<file path="src/rtl/irrigation_timer_pkg.sv">
// Shared types and helpers for the irrigation countdown timer: FSM states,
// BCD digit types, default preset digits and the one-second BCD decrement.
package irrigation_timer_pkg;

  typedef enum logic [1:0] {
    IDLE    = 2'd0,
    RUNNING = 2'd1,
    HOLD    = 2'd2,
    EXPIRED = 2'd3
  } timer_state_t;

  // Widest minutes-tens digit supported. Narrower instances keep the upper
  // bits at zero and only drive MIN_TENS_WIDTH bits out.
  localparam int MT_MAX_W = 8;

  typedef logic [3:0]          bcd_digit_t;
  typedef logic [2:0]          bcd_sec_tens_t;
  typedef logic [MT_MAX_W-1:0] bcd_min_tens_t;

  typedef struct packed {
    bcd_min_tens_t min_tens;
    bcd_digit_t    min_units;
    bcd_sec_tens_t sec_tens;
    bcd_digit_t    sec_units;
  } bcd_time_t;

  typedef struct packed {
    bcd_time_t t;
    logic      zero;
  } bcd_dec_t;

  // Default presets, split into display digits.
  localparam int DEF_SPRINKLER_MIN = 15;
  localparam int DEF_SPRINKLER_SEC = 0;
  localparam int DEF_DRIPPER_MIN   = 30;
  localparam int DEF_DRIPPER_SEC   = 0;

  localparam int DEF_SPRINKLER_MIN_TENS  = DEF_SPRINKLER_MIN / 10;
  localparam int DEF_SPRINKLER_MIN_UNITS = DEF_SPRINKLER_MIN % 10;
  localparam int DEF_SPRINKLER_SEC_TENS  = DEF_SPRINKLER_SEC / 10;
  localparam int DEF_SPRINKLER_SEC_UNITS = DEF_SPRINKLER_SEC % 10;
  localparam int DEF_DRIPPER_MIN_TENS    = DEF_DRIPPER_MIN / 10;
  localparam int DEF_DRIPPER_MIN_UNITS   = DEF_DRIPPER_MIN % 10;
  localparam int DEF_DRIPPER_SEC_TENS    = DEF_DRIPPER_SEC / 10;
  localparam int DEF_DRIPPER_SEC_UNITS   = DEF_DRIPPER_SEC % 10;

  // Split a minutes/seconds preset into BCD digits (elaboration-time use).
  function automatic bcd_time_t preset_to_bcd(input int mins, input int secs);
    bcd_time_t t;
    t.min_tens  = bcd_min_tens_t'(mins / 10);
    t.min_units = bcd_digit_t'(mins % 10);
    t.sec_tens  = bcd_sec_tens_t'(secs / 10);
    t.sec_units = bcd_digit_t'(secs % 10);
    return t;
  endfunction

  // Subtract one second with the BCD borrow chain. A zero input stays zero
  // (saturates) so a stray tick at 00:00 can never wrap the display.
  function automatic bcd_dec_t bcd_sec_decrement(input bcd_time_t t);
    bcd_dec_t r;
    r.t = t;
    if (t != '0) begin
      if (t.sec_units != 4'd0) begin
        r.t.sec_units = t.sec_units - 4'd1;
      end else begin
        r.t.sec_units = 4'd9;
        if (t.sec_tens != 3'd0) begin
          r.t.sec_tens = t.sec_tens - 3'd1;
        end else begin
          r.t.sec_tens = 3'd5;
          if (t.min_units != 4'd0) begin
            r.t.min_units = t.min_units - 4'd1;
          end else begin
            r.t.min_units = 4'd9;
            r.t.min_tens  = t.min_tens - bcd_min_tens_t'(1);
          end
        end
      end
    end
    r.zero = (r.t == '0);
    return r;
  endfunction

endpackage

</file>
<file path="src/rtl/irrigation_countdown_timer_prescaler.sv">
// One-second tick generator: counts enabled cycles 0..TICKS_PER_SECOND-1 and
// flags the terminal count. Holds its value while disabled so a paused
// countdown resumes mid-second.
module tick_prescaler #(
  parameter int TICKS_PER_SECOND = 50_000_000
) (
  input  logic clock,
  input  logic reset,
  input  logic enable,
  input  logic clear,
  output logic tick
);

  // A single-count prescaler still needs a one-bit register to exist.
  localparam int CW = (TICKS_PER_SECOND > 1) ? $clog2(TICKS_PER_SECOND) : 1;
  localparam logic [CW-1:0] LAST = CW'(TICKS_PER_SECOND - 1);

  logic [CW-1:0] cnt_q, cnt_d;
  logic          at_last;

  assign at_last = (cnt_q == LAST);
  assign tick    = enable && !clear && at_last;

  // Next count: clear wins, otherwise advance and wrap while enabled.
  always_comb begin
    cnt_d = cnt_q;
    if (clear) begin
      cnt_d = '0;
    end else if (enable) begin
      cnt_d = at_last ? '0 : cnt_q + CW'(1);
    end
  end

  // Counter register.
  always_ff @(posedge clock or posedge reset) begin
    if (reset) begin
      cnt_q <= '0;
    end else begin
      cnt_q <= cnt_d;
    end
  end

endmodule

</file>
<file path="src/rtl/irrigation_countdown_timer.sv">
// Irrigation countdown timer: BCD MM:SS countdown with per-mode presets,
// load/run/hold/expire sequencing and a done pulse for the valve logic.
module irrigation_countdown_timer
  import irrigation_timer_pkg::*;
#(
  parameter int TICKS_PER_SECOND = 50_000_000,
  parameter int MIN_TENS_WIDTH   = 2,
  parameter int SPRINKLER_MIN    = DEF_SPRINKLER_MIN,
  parameter int SPRINKLER_SEC    = DEF_SPRINKLER_SEC,
  parameter int DRIPPER_MIN      = DEF_DRIPPER_MIN,
  parameter int DRIPPER_SEC      = DEF_DRIPPER_SEC
) (
  input  logic                      clock,
  input  logic                      reset,
  input  logic                      irrigation_on,
  input  logic                      sprinkler_mode_on,
  input  logic                      conflicting_values,
  input  logic                      forced_restart,
  output logic [MIN_TENS_WIDTH-1:0] minutes_tens,
  output logic [3:0]                minutes_units,
  output logic [2:0]                seconds_tens,
  output logic [3:0]                seconds_units,
  output logic                      running,
  output logic                      expired,
  output logic                      done
);

  localparam int MAX_MINUTES = 10 * (2 ** MIN_TENS_WIDTH) - 1;

  // Reject unusable configurations before they reach silicon.
  if (TICKS_PER_SECOND < 1) begin : g_bad_tps
    $error("TICKS_PER_SECOND must be at least 1");
  end
  if (MIN_TENS_WIDTH < 1 || MIN_TENS_WIDTH > MT_MAX_W) begin : g_bad_width
    $error("MIN_TENS_WIDTH out of range");
  end
  if (SPRINKLER_MIN < 0 || SPRINKLER_MIN > MAX_MINUTES ||
      SPRINKLER_SEC < 0 || SPRINKLER_SEC > 59) begin : g_bad_spr
    $error("sprinkler preset out of range");
  end
  if (DRIPPER_MIN < 0 || DRIPPER_MIN > MAX_MINUTES ||
      DRIPPER_SEC < 0 || DRIPPER_SEC > 59) begin : g_bad_drp
    $error("dripper preset out of range");
  end

  localparam bcd_time_t SPR_PRESET = preset_to_bcd(SPRINKLER_MIN, SPRINKLER_SEC);
  localparam bcd_time_t DRP_PRESET = preset_to_bcd(DRIPPER_MIN, DRIPPER_SEC);

  timer_state_t state_q, state_d;
  bcd_time_t    digits_q, digits_d;
  logic         running_q, running_d;
  logic         expired_q, expired_d;
  logic         done_q, done_d;

  bcd_time_t    preset_sel;
  bcd_dec_t     dec;
  logic         presc_en, presc_clr, tick;

  assign preset_sel = sprinkler_mode_on ? SPR_PRESET : DRP_PRESET;
  assign dec        = bcd_sec_decrement(digits_q);

  // The prescaler only advances in an undisturbed RUNNING cycle, so a tick
  // that lands on a restart or conflict is dropped. It is zeroed whenever the
  // digits are (re)loaded and while idle or expired; HOLD leaves it alone.
  assign presc_en  = irrigation_on && !forced_restart && !conflicting_values &&
                     (state_q == RUNNING);
  assign presc_clr = !irrigation_on ||
                     (forced_restart && state_q != IDLE) ||
                     (state_q == IDLE) || (state_q == EXPIRED);

  tick_prescaler #(
    .TICKS_PER_SECOND(TICKS_PER_SECOND)
  ) u_prescaler (
    .clock  (clock),
    .reset  (reset),
    .enable (presc_en),
    .clear  (presc_clr),
    .tick   (tick)
  );

  // Next state and digits, priority: irrigation off, forced restart,
  // conflict, then the one-second tick.
  always_comb begin
    state_d  = state_q;
    digits_d = digits_q;
    if (!irrigation_on) begin
      state_d  = IDLE;
      digits_d = preset_sel;
    end else if (forced_restart && state_q != IDLE) begin
      digits_d = preset_sel;
      if (conflicting_values)   state_d = HOLD;
      else if (preset_sel == '0) state_d = EXPIRED;
      else                       state_d = RUNNING;
    end else begin
      case (state_q)
        IDLE: begin
          // Display always shows the duration that a start would load.
          digits_d = preset_sel;
          if (!conflicting_values) begin
            state_d = (preset_sel == '0) ? EXPIRED : RUNNING;
          end
        end
        RUNNING: begin
          if (conflicting_values) begin
            state_d = HOLD;
          end else if (tick) begin
            digits_d = dec.t;
            if (dec.zero) state_d = EXPIRED;
          end
        end
        HOLD: begin
          if (!conflicting_values) state_d = RUNNING;
        end
        EXPIRED: begin
          state_d = EXPIRED;
        end
        default: begin
          state_d = IDLE;
        end
      endcase
    end
    running_d = (state_d == RUNNING);
    expired_d = (state_d == EXPIRED);
    done_d    = (state_d == EXPIRED) && (state_q != EXPIRED);
  end

  // FSM, digit and status registers.
  always_ff @(posedge clock or posedge reset) begin
    if (reset) begin
      state_q   <= IDLE;
      digits_q  <= '0;
      running_q <= 1'b0;
      expired_q <= 1'b0;
      done_q    <= 1'b0;
    end else begin
      state_q   <= state_d;
      digits_q  <= digits_d;
      running_q <= running_d;
      expired_q <= expired_d;
      done_q    <= done_d;
    end
  end

  assign minutes_tens  = digits_q.min_tens[MIN_TENS_WIDTH-1:0];
  assign minutes_units = digits_q.min_units;
  assign seconds_tens  = digits_q.sec_tens;
  assign seconds_units = digits_q.sec_units;
  assign running       = running_q;
  assign expired       = expired_q;
  assign done          = done_q;

endmodule
</file>
<file path="config.mk">
export PLATFORM = sky130hd
export DESIGN_NAME = irrigation_countdown_timer
export DESIGN_NICKNAME = d
export VERILOG_FILES = /design/src/rtl/irrigation_timer_pkg.sv /design/src/rtl/irrigation_countdown_timer_prescaler.sv /design/src/rtl/irrigation_countdown_timer.sv
export SDC_FILE = /design/constraint.sdc
export NUM_CORES = 1
export LEC_CHECK = 0
export CORE_ASPECT_RATIO = 1.4
export CORE_MARGIN = 3
export CORE_UTILIZATION = 25
export CTS_BUF_LIST = sky130_fd_sc_hd__clkbuf_8
export DETAILED_ROUTE_END_ITERATION = 16
export GPL_ROUTABILITY_DRIVEN = 0
export GPL_TIMING_DRIVEN = 0
export PLACE_DENSITY = 0.52
export SYNTH_ARGS = -nofsm -noshare
export SYNTH_HDL_FRONTEND = slang
export SYNTH_SLANG_ARGS = --single-unit
</file>
<file path="constraint.sdc">
create_clock -name clock -period 4.3 [get_ports clock]
set_input_delay 0.43 -clock clock [delete_from_list [all_inputs] [get_ports clock]]
set_output_delay 0.43 -clock clock [all_outputs]
set_load 0.1 [all_outputs]
</file>
# --- Word level (Yosys, flattened, before mapping) ---
# Index checks and enable logic that the tools add are counted.
totals:
  ff_bits: 50
  inputBits: 6
  output_inout_bits: 16
  wordCells: 74
op_classes:
  addsub: 5
  eq_ne: 10
  n_mux: 26
  reduce_logical: 24
ops:
  columns: ["cell", "n"]
  rows:
  - ["19-bit two-way mux", 5]
  - ["26-bit two-way mux", 3]
  - ["19-bit logical NOT", 2]
  - ["19-bit one-hot mux with 2 select lines", 1]
  - ["26-bit by 1-bit adder with 26-bit output, second input constant", 1]
  - ["26-bit == test, second input constant", 1]
  - ["19-bit nonzero test", 1]
  - ["2-bit two-way mux", 9]
  - ["15-bit two-way mux", 1]
  - ["13-bit two-way mux", 1]
  - ["12-bit two-way mux", 1]
  - ["4-bit two-way mux", 2]
  - ["8-bit two-way mux", 1]
  - ["4-bit by 3-bit != test with 1-bit output, second input constant", 2]
  - ["2-bit one-hot mux with 4 select lines", 1]
  - ["4-bit nonzero test", 2]
  - ["4-bit by 1-bit subtractor with 4-bit output, second input constant", 2]
  - ["8-bit by 1-bit subtractor with 8-bit output, second input constant", 1]
  - ["1-bit logical AND", 7]
  - ["2-bit == test, second input constant", 3]
  - ["2-bit by 1-bit == test with 1-bit output, second input constant", 2]
  - ["1-bit logical NOT", 4]
  - ["4-bit by 1-bit != test with 1-bit output, second input constant", 1]
  - ["2-bit nonzero test", 2]
  - ["7 further kinds", 9]

# --- Depth between registers and ports, before layout ---
logic_depth:
  depth_word: 15
  depth_mapped: 10
  ltp_nobuf: 9

# --- By module ---
# Synthesis repeated with hierarchy kept, for this count alone.
unflattened:
  cells_unflattened: 407
  area_unflattened_um2: 3437.0
by_module_without_submodules:
  columns: ["mod", "n_inst", "cells_each", "area_each_um2", "seq_area_each_um2"]
  rows:
  - ["tick_prescaler", 1, 211, 1754.2, 650.6]
  - ["irrigation_countdown_timer", 1, 196, 1682.9, 600.6]

# --- Worst setup path after synthesis ---
# OpenSTA, ideal clock, no wires.
synth_timing:
  path_type: "flip-flop to flip-flop"
  from: "register u_prescaler.cnt_q[11]"
  to: "register u_prescaler.cnt_q[11]"
  setup_time_ns: 0.125
  t_arrival_ns: 2.161
  required_time_ns: 4.175
  path_slack_ns: 2.014
  path_stages_with_launch: 9
  n_path_buf: 1
  synth_period_minus_slack_ns: 2.286
  path_cell_list: "dfrtp_1 -> or4b_1 -> or4_4 -> nor3_4 -> nand2b_2 -> buf_6 -> nor2_1 -> o21ai_0 -> o21ai_1"
synth_between:
  elab_chain_len: 4
  word_cells_on_any_way: 5
  cone_classes: "1 x add/sub; 1 x eq/ne; 3 x mux"
synth_lines:
  columns: ["item", "line_no", "text"]
  rows:
  - ["from (decl)", "irrigation_countdown_timer_prescaler.sv:18", "logic [CW-1:0] cnt_q, cnt_d;"]
  - ["from (signal assigned)", "irrigation_countdown_timer_prescaler.sv:39", "cnt_q <= cnt_d;"]
  - ["26-bit by 1-bit adder with 26-bit output / 26-bit == test (equally long branches)", "irrigation_countdown_timer_prescaler.sv:30, irrigation_countdown_timer_prescaler.sv:21", null]
  - ["26-bit two-way mux (*)", "irrigation_countdown_timer_prescaler.sv:30", "cnt_d = at_last ? '0 : cnt_q + CW'(1);"]
  - ["26-bit two-way mux (*)", "irrigation_countdown_timer_prescaler.sv:29", "end else if (enable) begin"]
  - ["26-bit two-way mux (*)", "irrigation_countdown_timer_prescaler.sv:27", "if (clear) begin"]
# Every way passes the cells marked *; elsewhere a longest branch is shown, timed or not. The select of a mux whose other input is x is not followed.
# A chain may end at the register's enable or synchronous reset.

# --- Final worst setup path ---
layout_timing:
  from: "input port forced_restart"
  to: "register digits_q, in the netlist seconds_tens[1]"
layout_between:
  elab_chain_len: 9
  word_cells_on_any_way: 17
  cone_classes: "3 x eq/ne; 2 x mux; 12 x reduce/logical"
layout_lines:
  columns: ["item", "line_no", "text"]
  rows:
  - ["from (decl)", "irrigation_countdown_timer.sv:18", "input logic forced_restart,"]
  - ["1-bit logical AND", "irrigation_countdown_timer.sv:68, irrigation_countdown_timer.sv:89", null]
  - ["1-bit logical OR", "irrigation_countdown_timer.sv:67", "assign presc_clr = !irrigation_on ||"]
  - ["1-bit logical OR", "irrigation_countdown_timer.sv:68", "(forced_restart && state_q != IDLE) ||"]
  - ["1-bit logical OR", "irrigation_countdown_timer.sv:69", "(state_q == IDLE) || (state_q == EXPIRED);"]
  - ["1-bit logical NOT", "irrigation_countdown_timer_prescaler.sv:22", "assign tick = enable && !clear && at_last;"]
  - ["1-bit logical AND (2 in a row)", "irrigation_countdown_timer_prescaler.sv:22", null]
  - ["4-bit by 3-bit != test with 1-bit output (no line)", null, null]
  - ["3-bit AND reduction (no line)", null, null]
  - ["to (signal assigned)", "irrigation_countdown_timer.sv:137", "digits_q <= digits_d;"]
  - ["to (decl)", "irrigation_countdown_timer.sv:50", "bcd_time_t digits_q, digits_d;"]
# Several ways; a longest one is shown, not always the timed one.

==> results.sh <==
export IMPL_outcome="completed"
export IMPL_cts_num_sinks=50
export IMPL_grt_pass1_wl_um=13800
export IMPL_timing_fmax_mhz=366
export IMPL_vdd_drop_max_uv=110
export IMPL_dpl_hpwl_um=6080
export IMPL_pre_cts_slack_ns=1.24
export IMPL_holdBufCountCts=0
export IMPL_die_area_mm2=0.0139
export IMPL_die_height_um=138
export IMPL_clock_latency_ns=0.31
export IMPL_synth_top_area_share=0.400
export IMPL_crit_path_max_fanout=10
export IMPL_diodes=0
export IMPL_yosys_warnings=0
export IMPL_ys_async_sr_fraction=1.00
export IMPL_worstPathRequired_ns=4.48
export IMPL_ant_nets=0
export IMPL_p_per_area_mw_per_mm2=245
export IMPL_hold_path_class="input port to async pin"
export IMPL_first_iter_violations=101
export IMPL_drv_slew=0
export IMPL_yosys_area_top_type="dfrtp_1"
export IMPL_cts_tree="built"
export IMPL_worst_slack_ns=1.57
export IMPL_crit_type="input port to flop"
export IMPL_cap_violations=0
export IMPL_finalCritPeriodShare=0.635
export IMPL_cts_root_buf="clkbuf_8"
export IMPL_syn_area_mm2=0.00313
export IMPL_die_x_um=101
export IMPL_dr_pass1_iters=4
export IMPL_min_period_ns=2.73
export IMPL_final_setup_tns_ns=0
export IMPL_arrival_ns=2.92
export IMPL_grt_max_degree=39
export IMPL_final_hold_violation_count=0
export IMPL_num_nets_final=412
export IMPL_routed_via_count=2885
export IMPL_worst_slew_pin_slew_ns=1.05
export IMPL_first_global_vias=2775
export IMPL_route_detailed_drc=0
export IMPL_ff2ff_path_depth=9
export IMPL_synth_seq_cells=50
export IMPL_antenna_found_initial=0
export IMPL_area_growth_syn_to_layout_pct=16.6
export IMPL_core_area_mm2=0.0121
export IMPL_cts_buffers_inserted=5
export IMPL_final_util=0.303
export IMPL_routed_wl_um=8220
export IMPL_synth_edf_count=0
export IMPL_layout_common_cells="dfrtp_1 (50), nand2_1 (37), nor2_1 (37)"
export IMPL_grtUsageTotal=0.121
export IMPL_initial_core_util=0.260
export IMPL_ys_top_cells_by_area="dfrtp_1 (40%), o21ai_0 (5.3%), nand2_1 (4.4%)"
export IMPL_cts_clk_slew_worst_paths_ns=0.09
export IMPL_htree_num_levels=2
export IMPL_io_pins=22
export IMPL_syn_nets=383
export IMPL_gr_total_overflow=0
export IMPL_ys_seq_area_frac=0.400
export IMPL_critPathLaunchType="input port"
export IMPL_avgViaCountPerCell=5.24
export IMPL_relSlewSlack=0.295
export IMPL_rows=47
export IMPL_skew_ns=0.00733
export IMPL_post_cts_buffers=0
export IMPL_final_area_mm2=0.00365
export IMPL_synthFlopType="dfrtp_1"
export IMPL_wl_per_cell_um=14.9
export IMPL_p_leak_nw=1.44
export IMPL_port_buffers=21
export IMPL_mostFrequentLayoutCell="dfrtp_1"
export IMPL_fillCellCount=1300
export IMPL_setup_violations=0
export IMPL_crit_path_end_kind="flop"
export IMPL_cts_buffer_depth=2
export IMPL_syn_inst=374
export IMPL_post_cts_resized=0
export IMPL_rsz0062_at_grt="no"
export IMPL_synth_distinct_cells=59
export IMPL_drive_gt1_frac=0.0990
export IMPL_placed_cell_area_mm2=0.00354
export IMPL_r2r_slack_ns=1.62
export IMPL_syn_avg_cell_area_um2=8.37
[power breakdown]
group          internal (mW)  leakage [nW]  switching, mW
Clock                  0.170        0.0607          0.163
Combinational         0.0255         0.692         0.0560
Sequential             0.473         0.684        0.00624
Total                  0.669          1.44          0.225
[through the flow]
stage                     power, mW  hold WS [ns]  instances
after CTS                     0.913         0.396        551
after global placement        0.569         0.508        542
after floorplan               0.545         0.446        374
final                         0.894         0.388        551
after global routing          0.936         0.416        551
after detailed placement      0.572         0.514        543
[final timing paths]
path	from	endpoint
max	forced_restart	seconds_tens[1]$_DFFE_PP0P_
min	reset	minutes_units[3]$_DFFE_PP0P_
max reg2reg	seconds_units[0]$_DFFE_PP0P_	expired$_DFF_PP0_
min reg2reg	u_prescaler.cnt_q[0]$_DFFE_PP0P_	u_prescaler.cnt_q[0]$_DFFE_PP0P_
max in group asynchronous	reset	digits_q[18]$_DFFE_PP0P_
min in group clock	u_prescaler.cnt_q[0]$_DFFE_PP0P_	u_prescaler.cnt_q[0]$_DFFE_PP0P_
[final cells by class]
class                           count  area [um2]  area share
Multi-Input combinational cell    285        1650       0.453
Clock buffer                        5        68.8      0.0188
Inverter                           10        37.5      0.0103
Tap cell                          147         184      0.0504
Clock inverter                      3        37.5      0.0103
Buffer                             29         188      0.0514
Timing Repair Buffer               22         230      0.0631
Sequential cell                    50        1250       0.343
[worst max-delay path: stages]
cell and delay (ns):
clkdlybuf4s50_1 0.44, nand4bb_1 0.42, nor4_1 0.54, nand3_1 0.22, a21oi_1 0.19, nor2b_1 0.09, clkbuf_1 0.25, o21ai_0 0.22
o21ai_0 0.12
[cells in the mapped netlist, types with 3 or more instances]
library cell  count
a21boi_0          3
a21oi_1          25
a31oi_1           4
and2_1            3
and3_1            4
buf_2             3
buf_4            14
buf_6             3
clkbuf_1          9
dfrtp_1          50
ha_1              3
inv_1            10
nand2_1          37
nand3_1          11
nand3b_1          5
nand4_1           9
nor2_1           37
nor2b_1           5
nor3_1            9
nor4_1           10
o2111ai_1         3
o21ai_0          33
o21ai_1          19
o31ai_1          10
o41ai_1           5
or4_1             5
xnor2_1           3
xor2_1            3
[routing by layer]
metal  wire [um]  up-vias  track usage
met5           0        -            0
met4         216        0       0.0454
met3         219       13       0.0222
met2        4400       43        0.222
met1        3380     1403        0.135
li1            -     1426            -
[kinds of logic after synthesis]
group                      Yosys count  share of synthesized area
adders and majority gates            3                     0.0120
buffers and inverters               39                     0.0719
DFF                                 50                      0.400
xor gates and xnor gates             6                     0.0168
and+or+nand+nor                    158                      0.272
AOI/OAI and AO/OA                  118                      0.228
[sequential cells by signal, indices dropped and copies added, names as in the netlist]
name,count
u_prescaler.cnt_q,26
digits_q,6
minutes_units,4
seconds_units,4
seconds_tens,3
minutes_tens,2
state_q,2
done,1
expired,1
running,1
Power figures use the tool's default switching activity.
